<file path="src/rtl/ob_pkg.sv">
// Shared types for the order-book match engine: command opcodes, response
// status codes, controller states and the width-independent part of the
// registered compare result.
package ob_pkg;

  typedef enum logic [2:0] {
    OpNop  = 3'd0,
    OpBuy  = 3'd1,
    OpSell = 3'd2,
    OpQry  = 3'd3
  } opcode_e;

  typedef enum logic [1:0] {
    StsOkay   = 2'd0,
    StsTrade  = 2'd1,
    StsReject = 2'd2,
    StsBadop  = 2'd3
  } rsp_sts_e;

  typedef enum logic [2:0] {
    IDLE,
    DEC,
    WAIT,
    CMP,
    EXE
  } fsm_state_t;

  // Width-free compare flags; the engine wraps them with its own QTY_W fields.
  typedef struct packed {
    logic can;     // heads cross
    logic bid_gt;  // bid qty strictly larger
    logic ask_gt;  // ask qty strictly larger
  } cmp_flags_t;

  // True for opcodes that install an order into a table.
  function automatic logic is_order(input logic [2:0] opc);
    return (opc == OpBuy) || (opc == OpSell);
  endfunction

endpackage

</file>
<file path="src/rtl/ob_rsp_skid.sv">
// One-entry ready/valid response register.
// Ports:
//   clk, rst          clock, async active-high reset
//   in_vld/in_rdy     upstream handshake; in_rdy when empty or draining
//   in_data [DW]      payload captured on in_vld & in_rdy
//   out_vld/out_rdy   downstream handshake
//   out_data [DW]     held stable while out_vld & ~out_rdy
module ob_rsp_skid #(
  parameter int unsigned DW = 8
) (
  input  logic          clk,
  input  logic          rst,
  input  logic          in_vld,
  output logic          in_rdy,
  input  logic [DW-1:0] in_data,
  output logic          out_vld,
  input  logic          out_rdy,
  output logic [DW-1:0] out_data
);

  assign in_rdy = ~out_vld | out_rdy;

  always_ff @(posedge clk or posedge rst) begin
    if (rst) begin
      out_vld  <= 1'b0;
      out_data <= '0;
    end else if (in_vld && in_rdy) begin
      out_vld  <= 1'b1;
      out_data <= in_data;
    end else if (out_rdy) begin
      out_vld  <= 1'b0;
    end
  end

endmodule

</file>
<file path="src/rtl/ob_match_engine.sv">
// Order-book controller: decodes NOP/BUY/SELL/QRY, installs orders into the
// bid/ask head tables and runs head-of-book matching (at most MATCH_LIMIT
// trades per command), reporting through a ready/valid response slot.
// Ports:
//   cmd_*        command channel (vld/rdy, opc, uid, price, qty)
//   rsp_*        response channel (vld/rdy, sts, uid, bid_uid, ask_uid, price, qty)
//   bid_*/ask_*  head entry in, full in, insert/pop/upd pulses out
//   ins_*        shared insert payload; upd_qty new head quantity
// Optional: define OB_MATCH_ENGINE_STATS_EN to add saturating stat_trades,
// stat_volume and stat_rejects outputs.
module ob_match_engine
  import ob_pkg::*;
#(
  parameter int unsigned UID_W       = 8,
  parameter int unsigned PRICE_W     = 16,
  parameter int unsigned QTY_W       = 16,
  parameter int unsigned MATCH_LIMIT = 4
) (
  input  logic               clk,
  input  logic               rst,
  input  logic               cmd_vld,
  input  logic [2:0]         cmd_opc,
  input  logic [UID_W-1:0]   cmd_uid,
  input  logic [PRICE_W-1:0] cmd_price,
  input  logic [QTY_W-1:0]   cmd_qty,
  output logic               cmd_rdy,
  output logic               rsp_vld,
  input  logic               rsp_rdy,
  output logic [1:0]         rsp_sts,
  output logic [UID_W-1:0]   rsp_uid,
  output logic [UID_W-1:0]   rsp_bid_uid,
  output logic [UID_W-1:0]   rsp_ask_uid,
  output logic [PRICE_W-1:0] rsp_price,
  output logic [QTY_W-1:0]   rsp_qty,
`ifdef OB_MATCH_ENGINE_STATS_EN
  output logic [31:0]        stat_trades,
  output logic [31:0]        stat_volume,
  output logic [15:0]        stat_rejects,
`endif
  input  logic               bid_head_vld,
  input  logic [UID_W-1:0]   bid_head_uid,
  input  logic [PRICE_W-1:0] bid_head_price,
  input  logic [QTY_W-1:0]   bid_head_qty,
  input  logic               bid_full,
  input  logic               ask_head_vld,
  input  logic [UID_W-1:0]   ask_head_uid,
  input  logic [PRICE_W-1:0] ask_head_price,
  input  logic [QTY_W-1:0]   ask_head_qty,
  input  logic               ask_full,
  output logic               bid_insert,
  output logic               ask_insert,
  output logic [UID_W-1:0]   ins_uid,
  output logic [PRICE_W-1:0] ins_price,
  output logic [QTY_W-1:0]   ins_qty,
  output logic               bid_pop,
  output logic               ask_pop,
  output logic               bid_upd,
  output logic               ask_upd,
  output logic [QTY_W-1:0]   upd_qty
);

  localparam int unsigned CNT_W = $clog2(MATCH_LIMIT + 1);

  typedef struct packed {
    logic [2:0]         opc;
    logic [UID_W-1:0]   uid;
    logic [PRICE_W-1:0] price;
    logic [QTY_W-1:0]   qty;
  } cmd_t;

  typedef struct packed {
    cmp_flags_t       f;
    logic [QTY_W-1:0] tq;
    logic [QTY_W-1:0] rem;
  } cmp_result_t;

  typedef struct packed {
    logic [1:0]         sts;
    logic [UID_W-1:0]   uid;
    logic [UID_W-1:0]   bid_uid;
    logic [UID_W-1:0]   ask_uid;
    logic [PRICE_W-1:0] price;
    logic [QTY_W-1:0]   qty;
  } rsp_t;

  fsm_state_t       state_q;
  cmd_t             cmd_q;
  cmp_result_t      cmp_q, cmp_d;
  logic [CNT_W-1:0] cnt_q, cnt_inc;
  logic             init_q;

  logic slot_free, push;
  rsp_t push_data, rsp_q;
  logic dec_full, dec_rsp;

  // Held low through reset and for the first edge after release.
  assign cmd_rdy = init_q & (state_q == IDLE) & ~rsp_vld;

  assign ins_uid   = cmd_q.uid;
  assign ins_price = cmd_q.price;
  assign ins_qty   = cmd_q.qty;

  assign dec_full = (cmd_q.opc == OpBuy) ? bid_full : ask_full;
  // Orders that will be installed produce no response in DEC.
  assign dec_rsp  = ~is_order(cmd_q.opc) | dec_full | (cmd_q.qty == '0);
  assign cnt_inc  = cnt_q + CNT_W'(1);

  always_comb begin
    cmp_d          = '0;
    cmp_d.f.can    = bid_head_vld & ask_head_vld & (bid_head_price >= ask_head_price);
    cmp_d.f.bid_gt = bid_head_qty > ask_head_qty;
    cmp_d.f.ask_gt = bid_head_qty < ask_head_qty;
    cmp_d.tq       = cmp_d.f.bid_gt ? ask_head_qty : bid_head_qty;
    cmp_d.rem      = cmp_d.f.bid_gt ? (bid_head_qty - ask_head_qty)
                                    : (ask_head_qty - bid_head_qty);
  end

  // Response generation; the FSM below takes the same slot_free decisions.
  always_comb begin
    push      = 1'b0;
    push_data = '0;
    unique case (state_q)
      DEC: begin
        if (dec_rsp && slot_free) begin
          push          = 1'b1;
          push_data.uid = cmd_q.uid;
          if (is_order(cmd_q.opc)) begin
            push_data.sts = StsReject;
          end else if (cmd_q.opc == OpNop) begin
            push_data.sts = StsOkay;
          end else if (cmd_q.opc == OpQry) begin
            push_data.sts   = StsOkay;
            push_data.price = bid_head_vld ? bid_head_price : '0;
            push_data.qty   = ask_head_vld ? QTY_W'(ask_head_price) : '0;
          end else begin
            push_data.sts = StsBadop;
          end
        end
      end
      EXE: begin
        if (cmp_q.f.can && slot_free) begin
          push              = 1'b1;
          push_data.sts     = StsTrade;
          push_data.uid     = '1;
          push_data.bid_uid = bid_head_uid;
          push_data.ask_uid = ask_head_uid;
          push_data.price   = ask_head_price;
          push_data.qty     = cmp_q.tq;
        end
      end
      default: ;
    endcase
  end

  always_ff @(posedge clk or posedge rst) begin
    if (rst) begin
      state_q    <= IDLE;
      cmd_q      <= '0;
      cmp_q      <= '0;
      cnt_q      <= '0;
      init_q     <= 1'b0;
      bid_insert <= 1'b0;
      ask_insert <= 1'b0;
      bid_pop    <= 1'b0;
      ask_pop    <= 1'b0;
      bid_upd    <= 1'b0;
      ask_upd    <= 1'b0;
      upd_qty    <= '0;
    end else begin
      init_q     <= 1'b1;
      bid_insert <= 1'b0;
      ask_insert <= 1'b0;
      bid_pop    <= 1'b0;
      ask_pop    <= 1'b0;
      bid_upd    <= 1'b0;
      ask_upd    <= 1'b0;
      unique case (state_q)
        IDLE: begin
          if (cmd_vld && cmd_rdy) begin
            cmd_q.opc   <= cmd_opc;
            cmd_q.uid   <= cmd_uid;
            cmd_q.price <= cmd_price;
            cmd_q.qty   <= cmd_qty;
            cnt_q       <= '0;
            state_q     <= DEC;
          end
        end
        DEC: begin
          if (dec_rsp) begin
            if (slot_free) state_q <= IDLE;
          end else begin
            bid_insert <= (cmd_q.opc == OpBuy);
            ask_insert <= (cmd_q.opc == OpSell);
            state_q    <= WAIT;
          end
        end
        WAIT: state_q <= CMP;
        CMP: begin
          cmp_q   <= cmp_d;
          state_q <= EXE;
        end
        EXE: begin
          if (!cmp_q.f.can) begin
            state_q <= IDLE;
          end else if (slot_free) begin
            // Pops/updates land in the same cycle the TRADE becomes visible.
            if (cmp_q.f.bid_gt) begin
              ask_pop <= 1'b1;
              bid_upd <= 1'b1;
              upd_qty <= cmp_q.rem;
            end else if (cmp_q.f.ask_gt) begin
              bid_pop <= 1'b1;
              ask_upd <= 1'b1;
              upd_qty <= cmp_q.rem;
            end else begin
              bid_pop <= 1'b1;
              ask_pop <= 1'b1;
            end
            if (cnt_inc == CNT_W'(MATCH_LIMIT)) begin
              cnt_q   <= '0;
              state_q <= IDLE;
            end else begin
              cnt_q   <= cnt_inc;
              state_q <= WAIT;
            end
          end
        end
        default: state_q <= IDLE;
      endcase
    end
  end

  ob_rsp_skid #(
    .DW($bits(rsp_t))
  ) u_rsp_skid (
    .clk     (clk),
    .rst     (rst),
    .in_vld  (push),
    .in_rdy  (slot_free),
    .in_data (push_data),
    .out_vld (rsp_vld),
    .out_rdy (rsp_rdy),
    .out_data(rsp_q)
  );

  assign rsp_sts     = rsp_q.sts;
  assign rsp_uid     = rsp_q.uid;
  assign rsp_bid_uid = rsp_q.bid_uid;
  assign rsp_ask_uid = rsp_q.ask_uid;
  assign rsp_price   = rsp_q.price;
  assign rsp_qty     = rsp_q.qty;

`ifdef OB_MATCH_ENGINE_STATS_EN
  logic [32:0] vol_sum;
  assign vol_sum = {1'b0, stat_volume} + 33'(push_data.qty);

  always_ff @(posedge clk or posedge rst) begin
    if (rst) begin
      stat_trades  <= '0;
      stat_volume  <= '0;
      stat_rejects <= '0;
    end else if (push) begin
      if (push_data.sts == StsTrade) begin
        if (!(&stat_trades)) stat_trades <= stat_trades + 32'd1;
        stat_volume <= vol_sum[32] ? '1 : vol_sum[31:0];
      end
      if (push_data.sts == StsReject && !(&stat_rejects)) begin
        stat_rejects <= stat_rejects + 16'd1;
      end
    end
  end
`endif

endmodule

</file>
<file path="config.mk">
export PLATFORM = sky130hd
export DESIGN_NAME = ob_match_engine
export DESIGN_NICKNAME = d
export VERILOG_FILES = /design/src/rtl/ob_pkg.sv /design/src/rtl/ob_rsp_skid.sv /design/src/rtl/ob_match_engine.sv
export SDC_FILE = /design/constraint.sdc
export NUM_CORES = 1
export LEC_CHECK = 0
export ABC_CLOCK_PERIOD_IN_PS = 3800
export CAP_MARGIN = 20
export CORE_UTILIZATION = 50
export DETAILED_ROUTE_END_ITERATION = 12
export HOLD_SLACK_MARGIN = 0.03
export MAX_ROUTING_LAYER = met4
export PLACE_DENSITY = 0.86
export SYNTH_ARGS = -nofsm -noshare
export SYNTH_HDL_FRONTEND = slang
export SYNTH_HIERARCHICAL = 1
export SYNTH_SLANG_ARGS = --single-unit
</file>
<file path="constraint.sdc">
create_clock -name clk -period 3.8 [get_ports clk]
set_input_delay 0.57 -clock clk [delete_from_list [all_inputs] [get_ports clk]]
set_output_delay 0.57 -clock clk [all_outputs]
set_load 0.05 [all_outputs]
</file>
**Yosys cells after proc, flatten, opt, wreduce, memory -nomap -nowiden**

Cells that the tools add are included.

- Add/subtract/negate cells: 3
- Order comparisons: 3
- Eq/ne operators: 13
- Muxes and demuxes: 58
- Bitwise logic cells: 9
- Reduce and logical (&&, ||, !) cells: 15

Operator list:

| kind | number |
|---|---|
| $mux W32 | 4 |
| $mux W16 | 7 |
| $pmux W32 S2 | 1 |
| $mux W57 | 1 |
| $sub A16 B16 Y16 | 2 |
| $mux W1 | 27 |
| $mux W3 | 9 |
| $pmux W10 S2 | 1 |
| $ge A16 B16 Y1 | 1 |
| $gt A16 B16 Y1 | 1 |
| $logic_not A16 Y1 | 1 |
| $lt A16 B16 Y1 | 1 |
| $pmux W3 S5 | 1 |
| $eq A3 B2 Y1 const B | 4 |
| $mux W10 | 1 |
| $mux W2 | 4 |
| $reduce_and A4 Y1 | 2 |
| $eq A3 B1 Y1 const B | 2 |
| $eq A3 B3 Y1 const B | 2 |
| $logic_not A3 Y1 | 2 |
| $ne A3 B3 Y1 const B | 2 |
| $pmux W3 S2 | 1 |
| $reduce_bool A2 Y1 | 3 |
| $and A1 B1 Y1 | 4 |
| other kinds (10) | 17 |

- Bits in registers: 166
- Output and inout port bits: 122

**Logic depth before layout (Yosys ltp)**

- Word-level depth: 10
- Gate-level depth with buffers: 12
- Depth with buffers taken out: 10

**Hierarchy**

The synthesis kept the hierarchy.

Modules (own cells, without submodules):

| module | instances | cells each | area each (sq um) | seq. area each (sq um) |
|---|---|---|---|---|
| ob_match_engine | 1 | 873 | 7,299.5 | 2,677.6 |
| ob_rsp_skid | 1 | 127 | 2,283.4 | 1,476.4 |

**Least setup slack after synthesis**

No wires, ideal clock.

- Path kind: register to register
- From: register state_q[0]
- To: register cmd_q[42] (netlist name)
- Setup time: 0.117 ns
- Arrival time: 2.764 ns
- Required time: 3.683 ns
- Setup slack: 0.919 ns
- Cell stages (with the launch flop): 8
- Period minus slack after synthesis: 2.881 ns
- Cell sequence: dfrtp_1 -> or3_1 -> nor3b_1 -> nand2_1 -> clkbuf_1 -> clkbuf_1 -> nand2_1 -> nand2_1

- Longest elaborated chain between the ends: 5

Ends and longest elaborated chain:

| item | line | source |
|---|---|---|
| start: declaration | ob_match_engine.sv:86 | `fsm_state_t state_q;` |
| start signal: assignment | ob_match_engine.sv:157 | `state_q <= IDLE;` |
| start signal: assignment | ob_match_engine.sv:185 | `state_q <= DEC;` |
| start signal: assignment | ob_match_engine.sv:190 | `if (slot_free) state_q <= IDLE;` |
| $logic_not A3 Y1 | ob_match_engine.sv:97 | `assign cmd_rdy = init_q & (state_q == IDLE) & ~rsp_vld;` |
| $and A1 B1 Y1 (2 in a row) | ob_match_engine.sv:97 |  |
| net cmd_rdy | ob_match_engine.sv:26 | `output logic cmd_rdy,` |
| $logic_and A1 B1 Y1 | ob_match_engine.sv:179 | `if (cmd_vld && cmd_rdy) begin` |
| $reduce_and A2 Y1 (no source line) | - |  |
| end: declaration | ob_match_engine.sv:87 | `cmd_t cmd_q;` |

The timed path passes the listed nets, and every way through them passes these cells.
A chain may end at the register's enable or synchronous reset.

**Final worst setup path**

- From: input bid_head_qty[5]
- To: register cmp_q[5] (netlist name)

- Longest elaborated chain between the ends: 2

Ends and longest elaborated chain:

| item | line | source |
|---|---|---|
| start: declaration | ob_match_engine.sv:43 | `input logic [QTY_W-1:0] bid_head_qty,` |
| $sub A16 B16 Y16, or another cell as far along | ob_match_engine.sv:115 | `: (ask_head_qty - bid_head_qty);` |
| $mux W16 * | ob_match_engine.sv:114 | `cmp_d.rem = cmp_d.f.bid_gt ? (bid_head_qty - ask_head_qty)` |
| end signal: assignment | ob_match_engine.sv:199 | `cmp_q <= cmp_d;` |
| end: declaration | ob_match_engine.sv:88 | `cmp_result_t cmp_q, cmp_d;` |

Mark *: on every way between the ends. The rest lies on a longest branch, timed or not.

==> impl_results.rst <==
.. list-table::
   :header-rows: 1

   * - Metric
     - Value
   * - Req. time, crit path
     - 4.09 ns
   * - Clock Latency Late Sink
     - 0.42 ns
   * - Post-synthesis instance total
     - 1000
   * - Antenna violations before repair
     - 0
   * - Initial core utilization
     - 51.06%
   * - Count of unresolved DRC violations after routing
     - 0
   * - Global route total overflow
     - 0
   * - Maximum clock frequency
     - 310.5 MHz
   * - Power density normalized to cell area
     - 633.5 nW/um2
   * - Final instance count without filler cells
     - 1446
   * - Filler cells
     - 1449
   * - Core ar.
     - 18770 um2
   * - GPL Wtd Cong
     - 0.9326
   * - Most frequent cells after synthesis
     - sky130_fd_sc_hd__nand2_1, sky130_fd_sc_hd__dfrtp_1, sky130_fd_sc_hd__inv_1, sky130_fd_sc_hd__mux2_2, sky130_fd_sc_hd__ha_1
   * - TritonCTS clock tree
     - built
   * - Routed WL per cell
     - 18.53 um
   * - Final TNS setup
     - 0 ns
   * - Final #Nets
     - 1381
   * - Synth top area cells
     - sky130_fd_sc_hd__dfrtp_1, sky130_fd_sc_hd__nand2_1, sky130_fd_sc_hd__mux2_2
   * - Leakage power summed over all cells
     - 6.270 nW
   * - Metal3 WL
     - 1.944 mm
   * - Post-CTS setup buffer count
     - 0
   * - Number of top-level design ports
     - 253
   * - Cell with the most instances after synthesis
     - sky130_fd_sc_hd__nand2_1
   * - Async set-or-reset flop fraction in the synthesized netlist
     - 100.0%
   * - Maximum fanout encountered on the critical timing path
     - 9
   * - Met2 wire len
     - 13.22 mm
   * - Max IR drop VDD
     - 0.0003294 V
   * - Crit share post-route
     - 84.75%
   * - Count of nets left with antenna violations after detail routing
     - 0
   * - Area of the mapped netlist
     - 9583 um2
   * - Number of port buffers
     - 252
   * - HPWL after DPL
     - 20.00 mm
   * - Critical path data arrival time
     - 3.51 ns
   * - Outcome
     - finished clean
   * - Cell variety after synth
     - 72
   * - Via count of the first global-routing pass
     - 8148
   * - Top cell type by total area after synthesis
     - sky130_fd_sc_hd__dfrtp_1
   * - Yosys synthesis warning count
     - 6
   * - Root Buffer Master
     - sky130_fd_sc_hd__clkbuf_16
   * - CTS HTree Levels
     - 4
   * - Longest Clk Path Bufs
     - 2
   * - Number of gates resized after CTS
     - 0
   * - Unrepaired setup endpoints after global routing
     - no
   * - Vias per inst
     - 5.537
   * - Std-Cell Rows
     - 50
   * - Hold violation count in the final report
     - 0
   * - Slew Limit Fails
     - 0
   * - Detailed-route wire length on metal 1
     - 10.69 mm
   * - Global-route wire length before repair
     - 42.31 mm
   * - Average size of a mapped cell
     - 9.583 um2
   * - Top-area cell type share of the netlist area
     - 43.35%
   * - Width of the die
     - 140.4 um
   * - Nature of the critical path startpoint
     - input port
   * - Total number of vias
     - 8006
   * - TritonCTS buffer count
     - 17
   * - Top layer in use
     - met4
   * - Sequential share of the synthesized area
     - 43.35%
   * - Fraction of layout cells with a size suffix above 1
     - 11.96%
   * - First-pass detailed-route iteration total
     - 5
   * - Setup violators final
     - 0
   * - Number of DRC markers after the initial detailed-route iteration
     - 502
   * - Pin count of the biggest net entering global routing
     - 81
   * - Path class of the lowest-slack min-delay path
     - input port to asynchronous set/reset pin
   * - Gr usage total
     - 28.64%
   * - Die ar.
     - 19720 um2
   * - Routed WL
     - 26.79 mm
   * - Number of enable flip-flop cells after synthesis
     - 0
   * - Worst slew margin relative to its limit
     - 52.22%
   * - Placed cells
     - 1413
   * - Hold buffer count at cts
     - 0
   * - Post-Synthesis Net Count
     - 1182
   * - Setup CP Type
     - input port to register
   * - Setup skew after layout
     - 0.01166 ns
   * - Most common flop cell mapped by yosys
     - sky130_fd_sc_hd__dfrtp_1
   * - Max-capacitance violation count
     - 0
   * - Least-Margin Pin Slew
     - 0.7150 ns
   * - Total of flip-flops plus latches after synthesis
     - 166
   * - Min Clock Period, post-route
     - 3.221 ns
   * - Floorplan die height
     - 140.4 um
   * - Element type at the critical path end
     - register
   * - Clock edge transition at the registers on the reported setup and hold paths
     - 0.07 ns
   * - Final antenna diode count
     - 0
   * - Area growth from synthesis to layout
     - 32.37%
   * - Clock Sinks
     - 166
-- worst paths after layout --
check / endpoint / from / cells after the start / slack [ns]
max: cmp_q[5]$_DFFE_PP0P_ / bid_head_qty[5] / 11 / 0.58
min: ins_uid[0]$_DFFE_PP0P_ / rst / 2 / 0.44
max reg2reg: u_rsp_skid/out_data[27]$_DFFE_PP0P_ / ins_qty[11]$_DFFE_PP0P_ / 9 / 0.79
min reg2reg: cmp_q[3]$_DFFE_PP0P_ / cmp_q[3]$_DFFE_PP0P_ / 2 / 0.47
max in group asynchronous: u_rsp_skid/out_data[57]$_DFFE_PP0P_ / rst / 3 / 2.52
min in group clk: cmp_q[3]$_DFFE_PP0P_ / cmp_q[3]$_DFFE_PP0P_ / 2 / 0.47
-- power by group --
group	total, mW	internal (mW)	switching, mW	leakage, nW
combinational	3.56	1.33	2.23	3.81
clock	1.82	1.05	0.763	0.299
sequential	2.66	2.29	0.373	2.16
-- layout by cell type, fill, tap and decap left out, drive strengths merged, types with 10 or more instances in the layout --
master	instances
nor2	38
and3	21
clkbuf	18
a21o	12
buf	24
clkdlybuf4s50	252
nand2b	12
mux2	75
inv	65
mux2i	10
o21ai	45
ha	49
nand3	10
nand2	210
dfrtp	166
a21oi	42
a22o	32
-- layer usage --
| metal | track usage [%] | up-vias |
|---|---|---|
| met3 | 6.222 | 56 |
| met5 | - | - |
| met4 | 12.67 | 0 |
| met2 | 48.37 | 302 |
| met1 | 32.69 | 3862 |
| li1 | - | 3786 |
-- cell type report --
cell class                      instances  area [um2]  area share, %
Clock inverter                         14       183.9          1.450
Sequential cell                       166        4154          32.75
Inverter                               58       220.2          1.736
Timing Repair Buffer                  276        2760          21.76
Clock buffer                           18       429.2          3.383
Tap cell                              234       292.8          2.308
Multi-Input combinational cell        680        4644          36.61
-- worst max-delay path, stage by stage --
cell and delay, ns:
sky130_fd_sc_hd__clkdlybuf4s50_1 0.49, sky130_fd_sc_hd__inv_1 0.06, sky130_fd_sc_hd__ha_1 0.42, sky130_fd_sc_hd__a21oi_1 0.24, sky130_fd_sc_hd__nand2_1 0.07, sky130_fd_sc_hd__o21ai_1 0.49
sky130_fd_sc_hd__a21o_1 0.41, sky130_fd_sc_hd__buf_4 0.26, sky130_fd_sc_hd__mux2i_1 0.27, sky130_fd_sc_hd__xnor2_1 0.14, sky130_fd_sc_hd__o21ai_1 0.08
-- sequential cells by signal (all words and copies together) (netlist names) --
register	cells
u_rsp_skid/out_data	58
cmp_q	35
ins_price	16
ins_qty	16
upd_qty	16
ins_uid	8
cmd_q	3
cnt_q	3
state_q	3
ask_insert	1
ask_pop	1
ask_upd	1
bid_insert	1
bid_pop	1
bid_upd	1
init_q	1
u_rsp_skid/out_vld	1
-- logic make-up after synthesis --
kind of cell	Yosys count	share of synthesized area, %
AOI/OAI and AO/OA	183	13.17
xor gates and xnor gates	9	0.8225
adders and majority gates	51	6.816
buffers and inverters	154	8.291
DFF	166	43.35
muxes	85	10.64
other	1	0.03913
and+or+nand+nor	351	16.87
-- through the flow --
step	cell area, um2	hold WS (ns)	utilization, %	setup WS, ns	power (mW)
2_1_floorplan	9583	0.4446	-	0.4128	5.291
3_3_place_gp	12040	0.4559	64.17	0.2576	6.131
3_5_place_dp	12040	0.4613	64.17	0.1694	6.228
4_1_cts	12660	0.4776	67.44	0.6211	8.061
5_1_grt	12680	0.4466	67.59	0.3318	8.426
6_report	12680	0.4438	67.59	0.5794	8.035
(Power assumes the default switching activity.)
